### config.mk
export PLATFORM = sky130hd
export DESIGN_NAME = pipelined_cla_addsub_flat
export DESIGN_NICKNAME = d
export VERILOG_FILES = /design/src/rtl/cla_pkg.sv /design/src/rtl/pipelined_cla_addsub_if.sv /design/src/rtl/cla_pipe_stage.sv /design/src/rtl/pipelined_cla_addsub.sv /design/src/flat_wrapper.sv
export SDC_FILE = /design/constraint.sdc
export NUM_CORES = 1
export LEC_CHECK = 0
export BUFFER_PORTS_ARGS = -buffer_cell sky130_fd_sc_hd__buf_2
export CAP_MARGIN = 20
export CELL_PAD_IN_SITES_DETAIL_PLACEMENT = 0
export CELL_PAD_IN_SITES_GLOBAL_PLACEMENT = 1
export CORE_MARGIN = 1
export CORE_UTILIZATION = 47
export CTS_CLUSTER_SIZE = 12
export DETAILED_ROUTE_END_ITERATION = 8
export GPL_ROUTABILITY_DRIVEN = 1
export PLACE_DENSITY = 0.86
export SETUP_SLACK_MARGIN = 0.2
export SLEW_MARGIN = 15
export SYNTH_ARGS = -nofsm -noshare
export SYNTH_HDL_FRONTEND = slang
export SYNTH_SLANG_ARGS = --single-unit
### constraint.sdc
create_clock -name clk -period 8.35 [get_ports clk]
set_clock_uncertainty 0.1 [all_clocks]
set_input_delay 0.4175 -clock clk [delete_from_list [all_inputs] [get_ports clk]]
set_output_delay 0.4175 -clock clk [all_outputs]
set_load 0.05 [all_outputs]
### src/rtl/cla_pkg.sv
// Shared definitions for the pipelined carry-lookahead adder/subtractor:
// block-count helpers and the per-stage control bundle.
package cla_pkg;

    // Control part of a stage bundle. The data part (partial S, remaining A/B,
    // carry) depends on DATA_WIDTH and is therefore declared in the top module.
    typedef struct packed {
        logic valid;
        logic sub;
        logic sat;
    } stage_ctrl_t;

    function automatic int cla_blocks(input int data_width, input int block_size);
        return data_width / block_size;
    endfunction

    function automatic bit cla_width_ok(input int data_width, input int block_size);
        return (block_size > 32'sd0) && (data_width >= block_size) &&
               ((data_width % block_size) == 32'sd0);
    endfunction

endpackage

### src/rtl/pipelined_cla_addsub_if.sv
// Operand/result handshake bundle of pipelined_cla_addsub.
// PIPELINED_CLA_SATURATE_EN adds the SAT operand bit.
interface pipelined_cla_addsub_if #(
    parameter int DATA_WIDTH = 16
);
    logic                  in_valid;
    logic                  in_ready;
    logic [DATA_WIDTH-1:0] A;
    logic [DATA_WIDTH-1:0] B;
    logic                  Cin;
    logic                  SUB;
`ifdef PIPELINED_CLA_SATURATE_EN
    logic                  SAT;
`endif
    logic                  out_valid;
    logic                  out_ready;
    logic [DATA_WIDTH-1:0] S;
    logic                  CF;
    logic                  OF;
    logic                  ZF;

    modport master (
        output in_valid, A, B, Cin, SUB, out_ready,
`ifdef PIPELINED_CLA_SATURATE_EN
        output SAT,
`endif
        input  in_ready, out_valid, S, CF, OF, ZF
    );

    modport slave (
        input  in_valid, A, B, Cin, SUB, out_ready,
`ifdef PIPELINED_CLA_SATURATE_EN
        input  SAT,
`endif
        output in_ready, out_valid, S, CF, OF, ZF
    );
endinterface

### src/rtl/cla_pipe_stage.sv
// Combinational BLOCK_SIZE-bit carry-lookahead block: block sum, block
// carry-out (G + P.cin) and the carry into the block's top bit.
module cla_pipe_stage #(
    parameter int BLOCK_SIZE = 4
) (
    input  logic [BLOCK_SIZE-1:0] a,
    input  logic [BLOCK_SIZE-1:0] b,
    input  logic                  cin,
    output logic [BLOCK_SIZE-1:0] sum,
    output logic                  cout,
    output logic                  cmsb
);
    logic [BLOCK_SIZE-1:0] p;
    logic [BLOCK_SIZE-1:0] g;
    logic [BLOCK_SIZE:0]   gen;
    logic [BLOCK_SIZE:0]   prop;
    logic [BLOCK_SIZE-1:0] c;

    // gen[i]/prop[i]: group generate/propagate of bits [i-1:0], flattened lookahead
    always_comb begin
        logic term;
        p    = a ^ b;
        g    = a & b;
        gen  = {(BLOCK_SIZE+1){1'b0}};
        prop = {(BLOCK_SIZE+1){1'b0}};
        prop[0] = 1'b1;
        term = 1'b0;
        for (int i = 1; i <= BLOCK_SIZE; i++) begin
            prop[i] = 1'b1;
            for (int j = 0; j < i; j++) begin
                prop[i] = prop[i] & p[j];
                term = g[j];
                for (int m = j + 1; m < i; m++) begin
                    term = term & p[m];
                end
                gen[i] = gen[i] | term;
            end
        end
        for (int i = 0; i < BLOCK_SIZE; i++) begin
            c[i] = gen[i] | (prop[i] & cin);
        end
        sum  = p ^ c;
        cout = gen[BLOCK_SIZE] | (prop[BLOCK_SIZE] & cin);
        cmsb = c[BLOCK_SIZE-1];
    end
endmodule

### src/rtl/pipelined_cla_addsub.sv
// Pipelined adder/subtractor: one lookahead block resolved per stage, whole-pipe
// stall on backpressure. PIPELINED_CLA_SATURATE_EN enables signed saturation.
module pipelined_cla_addsub
    import cla_pkg::*;
#(
    parameter int DATA_WIDTH = 16,
    parameter int BLOCK_SIZE = 4
) (
    input  logic                   clk,
    input  logic                   rst,
    pipelined_cla_addsub_if.slave  bus
);
    localparam int STAGES = cla_blocks(DATA_WIDTH, BLOCK_SIZE);

    if (!cla_width_ok(DATA_WIDTH, BLOCK_SIZE)) begin : g_width_check
        $error("pipelined_cla_addsub: DATA_WIDTH must be a multiple of BLOCK_SIZE");
    end

    // Operands shift right one block per stage; sums shift in from the top.
    logic [DATA_WIDTH-1:0] a_r [STAGES];
    logic [DATA_WIDTH-1:0] b_r [STAGES];
    logic [DATA_WIDTH-1:0] s_r [STAGES];
    logic                  c_r [STAGES];
    stage_ctrl_t           ctrl_r [STAGES];
    logic                  of_r;
    logic                  zf_r;

    logic [DATA_WIDTH-1:0] a_n [STAGES];
    logic [DATA_WIDTH-1:0] b_n [STAGES];
    logic [DATA_WIDTH-1:0] s_n [STAGES];
    logic                  c_n [STAGES];
    logic                  cmsb_s [STAGES];
    stage_ctrl_t           ctrl_n [STAGES];

    logic                  adv_s;
    logic                  sat_s;
    logic [DATA_WIDTH-1:0] s_fin_s;
    logic                  of_fin_s;
    logic                  zf_fin_s;

`ifdef PIPELINED_CLA_SATURATE_EN
    assign sat_s = bus.SAT;
`else
    assign sat_s = 1'b0;
`endif

    assign adv_s        = bus.out_ready | ~ctrl_r[STAGES-1].valid;
    assign bus.in_ready = adv_s;

    for (genvar k = 0; k < STAGES; k++) begin : g_stage
        logic [DATA_WIDTH-1:0] a_in;
        logic [DATA_WIDTH-1:0] b_in;
        logic [DATA_WIDTH-1:0] s_in;
        logic                  c_in;
        stage_ctrl_t           ctrl_in;
        logic [BLOCK_SIZE-1:0] blk_sum;
        logic                  blk_cout;
        logic                  blk_cmsb;

        if (k == 0) begin : g_first
            // Subtraction is A + ~B + 1, conditioned once at the pipe entry.
            assign a_in    = bus.A;
            assign b_in    = bus.SUB ? ~bus.B : bus.B;
            assign c_in    = bus.SUB ? 1'b1 : bus.Cin;
            assign s_in    = {DATA_WIDTH{1'b0}};
            assign ctrl_in = '{valid: bus.in_valid, sub: bus.SUB, sat: sat_s};
        end else begin : g_next
            assign a_in    = a_r[k-1];
            assign b_in    = b_r[k-1];
            assign c_in    = c_r[k-1];
            assign s_in    = s_r[k-1];
            assign ctrl_in = ctrl_r[k-1];
        end

        cla_pipe_stage #(.BLOCK_SIZE(BLOCK_SIZE)) u_blk (
            .a    (a_in[BLOCK_SIZE-1:0]),
            .b    (b_in[BLOCK_SIZE-1:0]),
            .cin  (c_in),
            .sum  (blk_sum),
            .cout (blk_cout),
            .cmsb (blk_cmsb)
        );

        assign a_n[k]    = a_in >> BLOCK_SIZE;
        assign b_n[k]    = b_in >> BLOCK_SIZE;
        assign s_n[k]    = (s_in >> BLOCK_SIZE) | (DATA_WIDTH'(blk_sum) << (DATA_WIDTH - BLOCK_SIZE));
        assign c_n[k]    = blk_cout;
        assign cmsb_s[k] = blk_cmsb;
        assign ctrl_n[k] = ctrl_in;
    end

    // Final-stage flags and optional clamp to the signed extreme on overflow
    always_comb begin
        of_fin_s = c_n[STAGES-1] ^ cmsb_s[STAGES-1];
        if (ctrl_n[STAGES-1].sat && of_fin_s) begin
            s_fin_s = {~s_n[STAGES-1][DATA_WIDTH-1], {(DATA_WIDTH-1){s_n[STAGES-1][DATA_WIDTH-1]}}};
        end else begin
            s_fin_s = s_n[STAGES-1];
        end
        zf_fin_s = (s_fin_s == {DATA_WIDTH{1'b0}});
    end

    // Pipeline registers: all stages advance together or hold together
    always_ff @(posedge clk or posedge rst) begin
        if (rst) begin
            for (int k = 0; k < STAGES; k++) begin
                a_r[k]    <= {DATA_WIDTH{1'b0}};
                b_r[k]    <= {DATA_WIDTH{1'b0}};
                s_r[k]    <= {DATA_WIDTH{1'b0}};
                c_r[k]    <= 1'b0;
                ctrl_r[k] <= '{valid: 1'b0, sub: 1'b0, sat: 1'b0};
            end
            of_r <= 1'b0;
            zf_r <= 1'b0;
        end else if (adv_s) begin
            for (int k = 0; k < STAGES; k++) begin
                a_r[k]    <= a_n[k];
                b_r[k]    <= b_n[k];
                s_r[k]    <= s_n[k];
                c_r[k]    <= c_n[k];
                ctrl_r[k] <= ctrl_n[k];
            end
            s_r[STAGES-1] <= s_fin_s;
            of_r          <= of_fin_s;
            zf_r          <= zf_fin_s;
        end else begin
            of_r <= of_r;
            zf_r <= zf_r;
        end
    end

    assign bus.out_valid = ctrl_r[STAGES-1].valid;
    assign bus.S         = s_r[STAGES-1];
    assign bus.CF        = c_r[STAGES-1];
    assign bus.OF        = of_r;
    assign bus.ZF        = zf_r;

endmodule

### src/flat_wrapper.sv
// flat-port wrapper written by rule: the top's interface ports become plain ports
module pipelined_cla_addsub_flat import cla_pkg::*;
#(
    parameter int DATA_WIDTH = 16,
    parameter int BLOCK_SIZE = 4
)
  (clk, rst, bus_in_valid, bus_A, bus_B, bus_Cin, bus_SUB, bus_out_ready, bus_in_ready, bus_out_valid, bus_S, bus_CF, bus_OF, bus_ZF);
  pipelined_cla_addsub_if #(.DATA_WIDTH(DATA_WIDTH)) bus_i ();
  input  logic clk;
  input  logic rst;
  input wire logic [$bits(bus_i.in_valid)-1:0] bus_in_valid;
  input wire logic [$bits(bus_i.A)-1:0] bus_A;
  input wire logic [$bits(bus_i.B)-1:0] bus_B;
  input wire logic [$bits(bus_i.Cin)-1:0] bus_Cin;
  input wire logic [$bits(bus_i.SUB)-1:0] bus_SUB;
  input wire logic [$bits(bus_i.out_ready)-1:0] bus_out_ready;
  output wire logic [$bits(bus_i.in_ready)-1:0] bus_in_ready;
  output wire logic [$bits(bus_i.out_valid)-1:0] bus_out_valid;
  output wire logic [$bits(bus_i.S)-1:0] bus_S;
  output wire logic [$bits(bus_i.CF)-1:0] bus_CF;
  output wire logic [$bits(bus_i.OF)-1:0] bus_OF;
  output wire logic [$bits(bus_i.ZF)-1:0] bus_ZF;
  assign bus_i.in_valid = bus_in_valid;
  assign bus_i.A = bus_A;
  assign bus_i.B = bus_B;
  assign bus_i.Cin = bus_Cin;
  assign bus_i.SUB = bus_SUB;
  assign bus_i.out_ready = bus_out_ready;
  assign bus_in_ready = bus_i.in_ready;
  assign bus_out_valid = bus_i.out_valid;
  assign bus_S = bus_i.S;
  assign bus_CF = bus_i.CF;
  assign bus_OF = bus_i.OF;
  assign bus_ZF = bus_i.ZF;
  pipelined_cla_addsub #(.DATA_WIDTH(DATA_WIDTH), .BLOCK_SIZE(BLOCK_SIZE)) u_core (.clk(clk), .rst(rst), .bus(bus_i));
endmodule
==> run summary <==
Max Cap Viol -> 0
CTS Hold Buffers Added -> 1
CP most frequent cell -> buf_4
HP Class -> in -> reg
DR DRC count -> 2
# IOs -> 59
library cells used by synthesis -> 34
CP required -> 7.83 ns
Tcrit/Tclk final -> 35.8%
endpoints failing setup -> 0
DR top layer -> met4
Setup WS post-layout -> 5.36 ns
GRT overflow -> 0
met2 wire len -> 3270 microns
fill count -> 828
largest family of logic cells by synthesized area -> simple AND/OR/NAND/NOR gates
failing checks -> DRC
YS warnings -> 0
clk root buf -> clkbuf_8
Max Freq -> 0.334 GHz
Die Y-Extent -> 98 microns
hpwl dp -> 4870 microns
Post-Synth XOR/XNOR Area -> 5.26%
Area Growth Syn to Fin -> 13.1%
Post-Syn Instances -> 464
Routability Congestion -> 0.701
Max clock buf depth -> 2
Detailed Route Iter0 Violations -> 103
CP Capture Type -> primary output
clk sink count -> 98
CTS tree -> done
most common cell after layout, fill and taps aside -> nand2_1
Final ANT Viol Nets -> 0
largest net degree at the start of global routing -> 101
Die Width -> 98 microns
Clock Pin Slew Worst Setup and Hold Paths -> 0.10 ns
Worst Path Buf+Inv -> 4
# nets final -> 572
Final Hold Viols -> 0
WL met1 -> 3790 microns
Max Fanout on Critical Path -> 100
cell area after synthesis -> 4330 sq um
leak pwr -> 0.00255 uW
Initial Util -> 49.2%
vias in the first global route -> 3017
synthesized area per cell -> 9.34 sq um
post-synth top area cell -> dfrtp_1
Worst Setup Path Type -> reg -> out
Final Max Tran Viols -> 0
via/cell ratio -> 4.76
slowest library cell on the worst path -> buf_4
RSZ-0062 raised after global routing -> no
WL met3 -> 214 microns
Num CTS Buffers -> 9
post-CTS sizing -> 0
sequence of cells on the critical path -> nor2b_4, buf_4, inv_2, buf_4, buf_2
commonest non-fill, non-tap cells in the layout -> nand2_1, dfrtp_1, buf_2
DRT Pass-1 Iters -> 6
max incr delay on CP -> 0.68 ns
# rows -> 34
Adder-Cell Fraction of Synth Area -> 6.47%
Cells after DPL -> 610
initial antenna violation count -> 0
overall via count from detail_route -> 2986
Util after Layout -> 55.6%
global-route wire length before repair -> 13300 microns
diode count -> 0
Post CTS Setup Buffer Count -> 0
die area -> 9600 sq um
Place WS -> 5.61 ns
Slew HR -> 37.3%
layout cells sized above 1 -> 16.2%
drt total wl -> 7360 microns
H-tree depth -> 3
area fraction in and, or, nand and nor cells after synthesis -> 20.4%
finished layout cell area -> 4900 sq um
Finished Layout Cells -> 627
Skew-Pair Late Insertion Delay -> 0.35 ns
maximum VDD drop -> 0.177 mV
Routed wire per std cell -> 11.7 microns
TNS Setup -> 0 ns
Pwr Density -> 389 nW/um^2
fin crit period -> 2.99 ns
gr usage total -> 17.1%
top post-synthesis cells by area -> dfrtp_1, nand2_1, ha_1
FF+latch count, synth -> 98
multiplexer share of the synthesized area -> 0.260%
Worst Max-Slew Pin Slew -> 0.940 ns
placed instance area -> 4680 sq um
CP Launch Type -> flip-flop
core area -> 8810 sq um
Port Buffer Count -> 58
status -> finished, violations left
top cell type's share of synthesized area -> 56.6%
Syn Nets -> 522
register area share after synthesis -> 56.6%
Synth Area in Compound Gates -> 7.16%
Worst Path Arrival -> 2.47 ns
Crit path max-delay family -> buffers and inverters
## Yosys cell counts
library cell	count
nand2_1	204
dfrtp_1	98
o21ai_0	20
ha_1	16
xnor2_1	16
a21oi_1	15
inv_1	15
nor2_1	14
xor2_1	10
buf_2	9
clkbuf_1	9
buf_1	4
fa_1	4
a211oi_1	2
a21o_1	2
nand2b_1	2
nand3_1	2
nor3_1	2
nor4_1	2
o21a_1	2
o21bai_1	2
o31ai_1	2
a21boi_2	1
a21oi_2	1
a31oi_1	1
buf_6	1
inv_2	1
mux2_2	1
nand4b_1	1
nor2b_1	1
o21ai_2	1
o31a_1	1
o41ai_2	1
or3_1	1
## layer usage
metal,vias to the layer above,GRT usage (%)
li1,1565,-
met1,1361,23.0
met2,53,28.0
met3,7,2.51
met4,0,6.99
met5,-,0
## path summary, 6_finish.rpt
check | endpoint | depth (start not counted) | slack (ns) | startpoint
worst max-delay path | bus_in_ready | 5 | 5.36 | u_core.bus.out_valid
worst min-delay path | u_core.ctrl_n[8] | 3 | 0.15 | bus_in_valid
worst max register to register | u_core.bus.ZF | 6 | 5.97 | u_core.bus.out_valid
worst min register to register | u_core.bus.S[7] | 2 | 0.36 | u_core.bus.S[7]
max in group asynchronous | u_core.g_stage[3].s_in[13] | 4 | 6.51 | rst
min in group asynchronous | u_core.g_stage[1].b_in[6] | 3 | 0.50 | rst
## power breakdown
part	switching [uW]	leakage [uW]	internal, uW
combinational	521	0.00126	268
sequential	118	0.00118	685
clock	162	0.000104	149
total	801	0.00255	1100
## logic make-up after synthesis
logic type | after synthesis
buffers and inverters | 39
DFF | 98
AOI/OAI and AO/OA | 51
adders and majority gates | 20
xor gates and xnor gates | 26
and+or+nand+nor | 229
muxes | 1
## flip-flops by register name, summed over array words and instances (netlist names)
signal	cells
u_core.g_stage.b_in	24
u_core.g_stage.c_in	3
u_core.bus.ZF	1
u_core.bus.S	16
u_core.bus.OF	1
u_core.bus.out_valid	1
u_core.bus.CF	1
u_core.g_stage.a_in	24
u_core.ctrl_n	3
u_core.g_stage.s_in	24
## stage by stage
| stage | power [uW] | hold WS (ns) |
|---|---|---|
| 2_1_floorplan | 1420 | 0.330 |
| 3_3_place_gp | 1580 | 0.339 |
| 3_5_place_dp | 1610 | 0.346 |
| 4_1_cts | 1930 | 0.136 |
| 5_1_grt | 2060 | 0.157 |
| 6_report | 1900 | 0.152 |
## cell type report
class	count	area [sq um]	area share (%)
Clock inverter	5	61.3	1.25
Timing Repair Buffer	62	323	6.59
Inverter	16	62.6	1.28
Sequential cell	98	2450	50.1
Clock buffer	11	141	2.89
Multi-Input combinational cell	327	1720	35.2
Tap cell	108	135	2.76
## worst reg2reg max path, cell delays in order, from the launching register on
cell and delay [ns]:
dfrtp_1 0.39, nor2b_4 0.12, buf_4 0.38, inv_2 0.14
buf_4 0.68, nand4b_1 0.23, o41ai_2 0.24
No activity file was read; power rests on OpenSTA's default activity.
